### src/rtl/instr_queue.sv
// -----------------------------------------------------------------------------
// instr_queue
//   In-order instruction queue between fetch and decode. Buffers up to DEPTH
//   {instruction, PC} pairs in a circular buffer. Fetch and decode each use a
//   valid/ready handshake. A flush drops every buffered entry so that
//   wrong-path instructions never reach decode.
//
// Optional feature macro: INSTR_QUEUE_BYPASS_EN
//   When defined and the queue is empty, the incoming pair is presented to
//   decode combinationally (0-cycle latency). If decode accepts the pair in
//   that same cycle, it is not written into the buffer.
//
// Parameters
//   T      word type for instruction and PC (default logic [31:0])
//   DEPTH  entry count; must be a power of two and at least 2
//
// Ports
//   clk        rising-edge clock
//   reset      asynchronous reset, active low
//   flush      synchronous discard of all entries
//   in_instr   instruction from fetch
//   in_pc      PC of in_instr
//   in_valid   fetch presents a pair
//   in_ready   queue can accept a pair (depends on registered state only)
//   out_instr  oldest instruction
//   out_pc     PC of out_instr
//   out_valid  out_instr/out_pc are valid
//   out_ready  decode consumes the presented pair
//   count      current occupancy
// -----------------------------------------------------------------------------
module instr_queue #(
   parameter type         T     = logic [31:0],
   parameter int unsigned DEPTH = 4
) (
   input  logic                       clk,
   input  logic                       reset,
   input  logic                       flush,
   input  T                           in_instr,
   input  T                           in_pc,
   input  logic                       in_valid,
   output logic                       in_ready,
   output T                           out_instr,
   output T                           out_pc,
   output logic                       out_valid,
   input  logic                       out_ready,
   output logic [$clog2(DEPTH+1)-1:0] count
);

   localparam int unsigned AW = $clog2(DEPTH);
   localparam int unsigned CW = $clog2(DEPTH + 1);

   T              r_instr_mem [DEPTH];
   T              r_pc_mem    [DEPTH];
   logic [AW-1:0] r_wr_ptr;
   logic [AW-1:0] r_rd_ptr;
   logic [CW-1:0] r_count;

   logic w_empty;
   logic w_full;
   logic w_push;
   logic w_pop;

   assign w_empty  = (r_count == '0);
   assign w_full   = (r_count == CW'(DEPTH));
   assign in_ready = !w_full;
   assign count    = r_count;

`ifdef INSTR_QUEUE_BYPASS_EN
   logic w_bypass;

   // An empty queue forwards the incoming pair straight to decode.
   assign w_bypass  = w_empty && in_valid && !flush;
   assign out_valid = !w_empty || w_bypass;
   assign out_instr = w_bypass ? in_instr : r_instr_mem[r_rd_ptr];
   assign out_pc    = w_bypass ? in_pc    : r_pc_mem[r_rd_ptr];
   // A bypassed pair taken by decode in the same cycle is never stored.
   assign w_push    = in_valid && in_ready && !flush && !(w_bypass && out_ready);
   assign w_pop     = !w_empty && out_ready && !flush;
`else
   assign out_valid = !w_empty;
   assign out_instr = r_instr_mem[r_rd_ptr];
   assign out_pc    = r_pc_mem[r_rd_ptr];
   assign w_push    = in_valid && in_ready && !flush;
   assign w_pop     = out_valid && out_ready && !flush;
`endif

   always_ff @(posedge clk or negedge reset) begin
      if (!reset) begin
         for (int unsigned i = 0; i < DEPTH; i++) begin
            r_instr_mem[i] <= '0;
            r_pc_mem[i]    <= '0;
         end
         r_wr_ptr <= '0;
         r_rd_ptr <= '0;
         r_count  <= '0;
      end else if (flush) begin
         r_wr_ptr <= '0;
         r_rd_ptr <= '0;
         r_count  <= '0;
      end else begin
         if (w_push) begin
            r_instr_mem[r_wr_ptr] <= in_instr;
            r_pc_mem[r_wr_ptr]    <= in_pc;
            r_wr_ptr              <= r_wr_ptr + AW'(1);
         end
         if (w_pop) begin
            r_rd_ptr <= r_rd_ptr + AW'(1);
         end
         case ({w_push, w_pop})
            2'b10:   r_count <= r_count + CW'(1);
            2'b01:   r_count <= r_count - CW'(1);
            default: r_count <= r_count;
         endcase
      end
   end

endmodule

### config.mk
export PLATFORM = sky130hd
export DESIGN_NAME = instr_queue
export DESIGN_NICKNAME = d
export VERILOG_FILES = /design/src/rtl/instr_queue.sv
export SDC_FILE = /design/constraint.sdc
export NUM_CORES = 1
export LEC_CHECK = 0
export ABC_CLOCK_PERIOD_IN_PS = 3900
export CORE_AREA = 8 8 153 155
export CTS_CLUSTER_DIAMETER = 150
export DETAILED_ROUTE_END_ITERATION = 10
export DIE_AREA = 0 0 161 163
export PLACE_DENSITY = 0.84
export SETUP_SLACK_MARGIN = 0.2
export SYNTH_ARGS = -nofsm -noshare
export SYNTH_HDL_FRONTEND = slang
export SYNTH_SLANG_ARGS = --single-unit
### constraint.sdc
create_clock -name clk -period 3.9 [get_ports clk]
set_clock_uncertainty 0.1 [all_clocks]
set_input_delay 0.39 -clock clk [delete_from_list [all_inputs] [get_ports clk]]
set_output_delay 0.39 -clock clk [all_outputs]
set_load 0.01 [all_outputs]
---- Word level (Yosys, flattened, before mapping) ----
Index checks and enable logic that the tools add are counted.
storage, ports and cells
  latch bits .............................. 0
  memories ................................ 0
  register bits ........................... 263
  input port bits ......................... 69
  memory bits (read-only) ................. 0
  bits in writable memories ............... 0
  output and inout bits ................... 69
cells by class
  equality and inequality tests ........... 3
  shifts and indexed selects .............. 0
  reductions and logical operators ........ 13
  order comparisons ....................... 3
  add/sub/neg operators ................... 4
  div/mod/pow operators ................... 0
  muxes and demuxes ....................... 16
  multiply operators ...................... 0
  bitwise logic cells ..................... 3
operator list
  operator                                                     number
  bitwise mux 128 bit                                          2
  2-to-1 mux 32 bit                                            5
  binary-select mux 32 bit (select 2 bit)                      2
  demux 32 bit (select 2 bit)                                  1
  2-to-1 mux 2 bit                                             4
  >= comparator 3 bit (second input constant)                  2
  NOT 2 -> 3 bit                                               2
  one-hot mux 3 bit (2 select lines)                           1
  logical AND 1 bit                                            5
  adder 2 x 1 -> 2 bit (second input constant)                 2
  nonzero test 2 bit                                           2
  adder 3 x 1 -> 3 bit (second input constant)                 1
  == test 3 bit (second input constant)                        1
  logical NOT 1 bit                                            3
  logical NOT 3 bit                                            1
  less-than comparator 3 x 1 -> 1 bit (second input constant)  1
  2-to-1 mux 3 bit                                             1
  nonzero test 3 bit                                           1
  subtractor 3 x 1 -> 3 bit (second input constant)            1
  == test 2 x 1 -> 1 bit (second input constant)               1
  == test 2 bit (second input constant)                        1
  AND reduction 2 bit                                          1
  NOT 1 bit                                                    1

---- Longest topological paths before layout ----
  depth after elaboration ................. 7
  gate-level depth with buffers ........... 9

---- Worst setup path after synthesis ----
OpenSTA, ideal clock, no wires.
  path kind ............................... flip-flop to flip-flop
  start ................................... reg r_count[0], in the netlist count[0]
  end ..................................... reg r_count[2], in the netlist count[2]
  arrival ................................. 2.198 ns
  slack ................................... 1.521 ns
  data required time ...................... 3.718 ns
  cell stages (with the launch flop) ...... 9
  setup time .............................. 0.082 ns
  path buffers ............................ 1
  cells stage by stage .................... dfrtp_1 > buf_6 > or3_2 > nand2_1 > nor3b_1 > fa_1 > nor4b_1 > o21bai_1 > a31oi_1
on the way
  longest elaborated chain between the ends .. 7
  elaborated cells on any way between the ends .. 15
  those cells by class .................... add/sub: 2; eq/ne: 3; mux: 2; reduce/logical: 8
RTL lines
  element                                                         line  RTL
  start: declaration                                              56    logic [CW-1:0] r_count;
  start signal: assignment                                        110   2'b10: r_count <= r_count + CW'(1);
  start signal: assignment                                        111   2'b01: r_count <= r_count - CW'(1);
  start signal: assignment                                        112   default: r_count <= r_count;
  logical NOT 3 bit *                                             63    assign w_empty = (r_count == '0);
  logical NOT 1 bit *                                             80    assign out_valid = !w_empty;
  named net out_valid                                             44    output logic out_valid,
  logical AND 1 bit * (2 in series)                               84    assign w_pop = out_valid && out_ready && !flush;
  == test 2 x 1 -> 1 bit / == test 2 bit (equally long branches)  109   case ({w_push, w_pop})
  one-hot mux 3 bit (2 select lines)                              109
  2-to-1 mux 3 bit                                                96    end else if (flush) begin
The timed path passes the listed nets; every way through them passes the cells marked *.
A chain may end at the register's enable or synchronous reset.

==> impl_metrics.yaml <==
min_path:
  hold-path-cell-count: 1
  hp-start: "r_instr_mem[85]"
  hold_class: "reg -> reg"
  min_to: "r_instr_mem[85]"
route:
  via_per_inst: 5.86
  drt_iter0_markers: 275
  detail-route-antenna-nets: 0
  drc: 0
  wl_per_cell_um: 23.4
  wl_mm: 25.9
  first_pass_iters: 4
  num_vias: 6492
floorplanning:
  die_area_sq_um: 26200
  coreArea_sq_um: 20800
  io_pins: 138
  num_rows: 53
  die_h_um: 163
  start_util_pct: 60.1
  die_x_um: 161
worst_setup_path:
  start_kind: "register"
  crit_fanout: 25
  end_kind: "output pin"
  crit_arrival_ps: 2780
  r2r-end: "r_pc_mem[127]"
  worstSetupPathType: "reg -> out"
  reg2reg_from: "count[0]"
  worst_ep_required_time_ps: 3410
  reg2reg_slack_ps: 1190
  reg2reg_depth: 4
timing:
  rsz0062_at_grt: "false"
  totalNegativeSetupSlack_ps: 0
  fmax_mhz: 306
  report.final.setup_viol: 0
  min_period_over_period_pct: 83.7
  slew_violations: 0
  worstMarginPinSlew_ps: 844
  hold_viol_final: 0
  slew-limit-headroom_pct: 43.7
  fin_crit_ps: 3270
grt:
  antenna_found_initial: 1
  grt_max_degree: 113
  grt_pass1_vias: 7545
  track_usage_pct: 20.2
  grt_pass1_wl_mm: 42.6
  grt-ovfl-total: 0
synth:
  synthArstFlopShare_pct: 100
  synth-edff-count: 0
  synth_top_cell_by_area: "dfrtp_1"
  synth_top_area_share_pct: 52.6
  ys.flop_type: "dfrtp_1"
  postSynthNetCount: 754
  synth_area_sq_um: 12500
  netlist_instances: 680
  ys_seq_elements: 263
  seq_area_frac_synth_pct: 52.6
  avgSynthCellArea_sq_um: 18.4
  ys_warn_count: 0
  yosysUniqueCellTypes: 37
  synth_area_leaders: "dfrtp_1, mux2_4, mux4_2"
placement:
  gp_congestion: 0.742
  placedCellCount: 1054
  port-buffer-count: 137
  place_area_sq_um: 13800
  dp_hpwl_mm: 16.1
clock_network:
  htreeDepth: 1
  numCtsBuffers: 29
  clockBufferDepth: 3
  clock-sinks: 263
  cts_tree: "yes"
  post-cts-setup-buffers: 0
  cts-root-buf: "clkbuf_16"
  clkTransAtPathRegs_ps: 60
  clk_latency_ps: 520
pwr:
  ir_worst_vdd_v: 0.000368
  leakagePower_nw: 6.83
  p_per_area_nw_per_um2: 654
  finalPower_mw: 9.65
finish:
  fin_area_sq_um: 14800
  layout.nets: 885
  antenna_cells: 0
  fin_cells: 1108
  drive_gt1_share_pct: 44.9
  syn_to_final_growth_pct: 18.0
run:
  maxCapViolCount: 0
run_status:
  status: "completed"
## worst max path at each step
| stage | from | end | slack [ps] | depth (start not counted) |
|---|---|---|---|---|
| 6_report | r_rd_ptr[0] | out_instr[26] | 630 | 3 |
| 5_1_grt | r_rd_ptr[0] | out_instr[26] | 500 | 3 |
| 4_1_cts | r_rd_ptr[0] | out_instr[3] | 560 | 3 |
| 3_5_place_dp | in_valid | r_instr_mem[53] | 810 | 4 |
| 3_3_place_gp | in_valid | r_pc_mem[2] | 920 | 4 |
| 2_1_floorplan | count[0] | count[2] | 1520 | 8 |
## where the power goes
part | switching, mW | internal (mW)
logic | 0.878 | 1.94
clock network | 1.06 | 1.58
registers | 0.551 | 3.64
total | 2.49 | 7.16
## through the flow
stage	hold slack [ps]	setup slack, ps	utilization, %
2_1_floorplan	-5.59	1520	-
3_3_place_gp	362	917	66.4
3_5_place_dp	378	811	66.4
4_1_cts	391	561	70.9
5_1_grt	411	495	70.9
6_report	388	634	70.9
## flip-flops by register name (all words and copies together), names as in the netlist
name,cells
count,3
r_instr_mem,128
r_pc_mem,128
r_rd_ptr,2
r_wr_ptr,2
## layout by cell type (no fill, tap or decap), types with 4 or more instances in the layout
| master | instances |
|---|---|
| clkbuf_8 | 4 |
| buf_12 | 5 |
| mux2_1 | 10 |
| clkbuf_16 | 29 |
| mux2_4 | 180 |
| ha_1 | 4 |
| clkinv_2 | 9 |
| clkdlybuf4s50_1 | 136 |
| mux4_2 | 64 |
| mux2_2 | 66 |
| clkbuf_1 | 6 |
| dfrtp_1 | 261 |
| nor2_1 | 6 |
| nand3_1 | 5 |
| nand2_1 | 6 |
## synthesized netlist by cell type, types with 4 or more instances
| cell | number |
|---|---|
| clkbuf_1 | 6 |
| ha_1 | 4 |
| mux2_2 | 66 |
| mux2_4 | 180 |
| buf_6 | 9 |
| buf_1 | 6 |
| mux4_2 | 64 |
| nand3_1 | 5 |
| mux2_1 | 10 |
| buf_2 | 6 |
| nand2_1 | 6 |
| dfrtp_1 | 263 |
| nor2_1 | 6 |
| buf_12 | 18 |
## kinds of logic after synthesis
logic type	count (synthesis)	share of synthesized area (%)
XOR/XNOR	4	0.280
adder cells (fa/ha/maj)	5	0.560
AO/OA/AOI/OAI	11	0.590
flip-flops	263	52.6
multiplexers	320	40.0
buffers and inverters	47	4.35
AND/OR/NAND/NOR	30	1.67
## layer usage
layer,part of all wire [%],GRT usage [%]
met1,43,26.7
met2,51,34.4
met3,4.8,3.92
met4,1.3,4.21
met5,0.039,0
## area by class of cell
type                    instances  area, sq um
clock inverters                14          130
well taps                     275          344
fillers                      1325         6060
clock buffers                  39          803
multi-input cells             370         5390
flip-flops and latches        263         6590
inverters                       2         7.51
repair buffers                145         1500
## worst max-delay path, stage by stage (launching register included)
cell and delay, ps:
dfrtp_4 760, buf_4 370, mux4_2 590, clkdlybuf4s50_1 520
## what timing repair did
item / in CTS / in global routing
hold buffers: 1 / 0
hold endpoints to repair: 110 / 0
resized for setup: 0 / 0
Power figures use the tool's default switching activity.
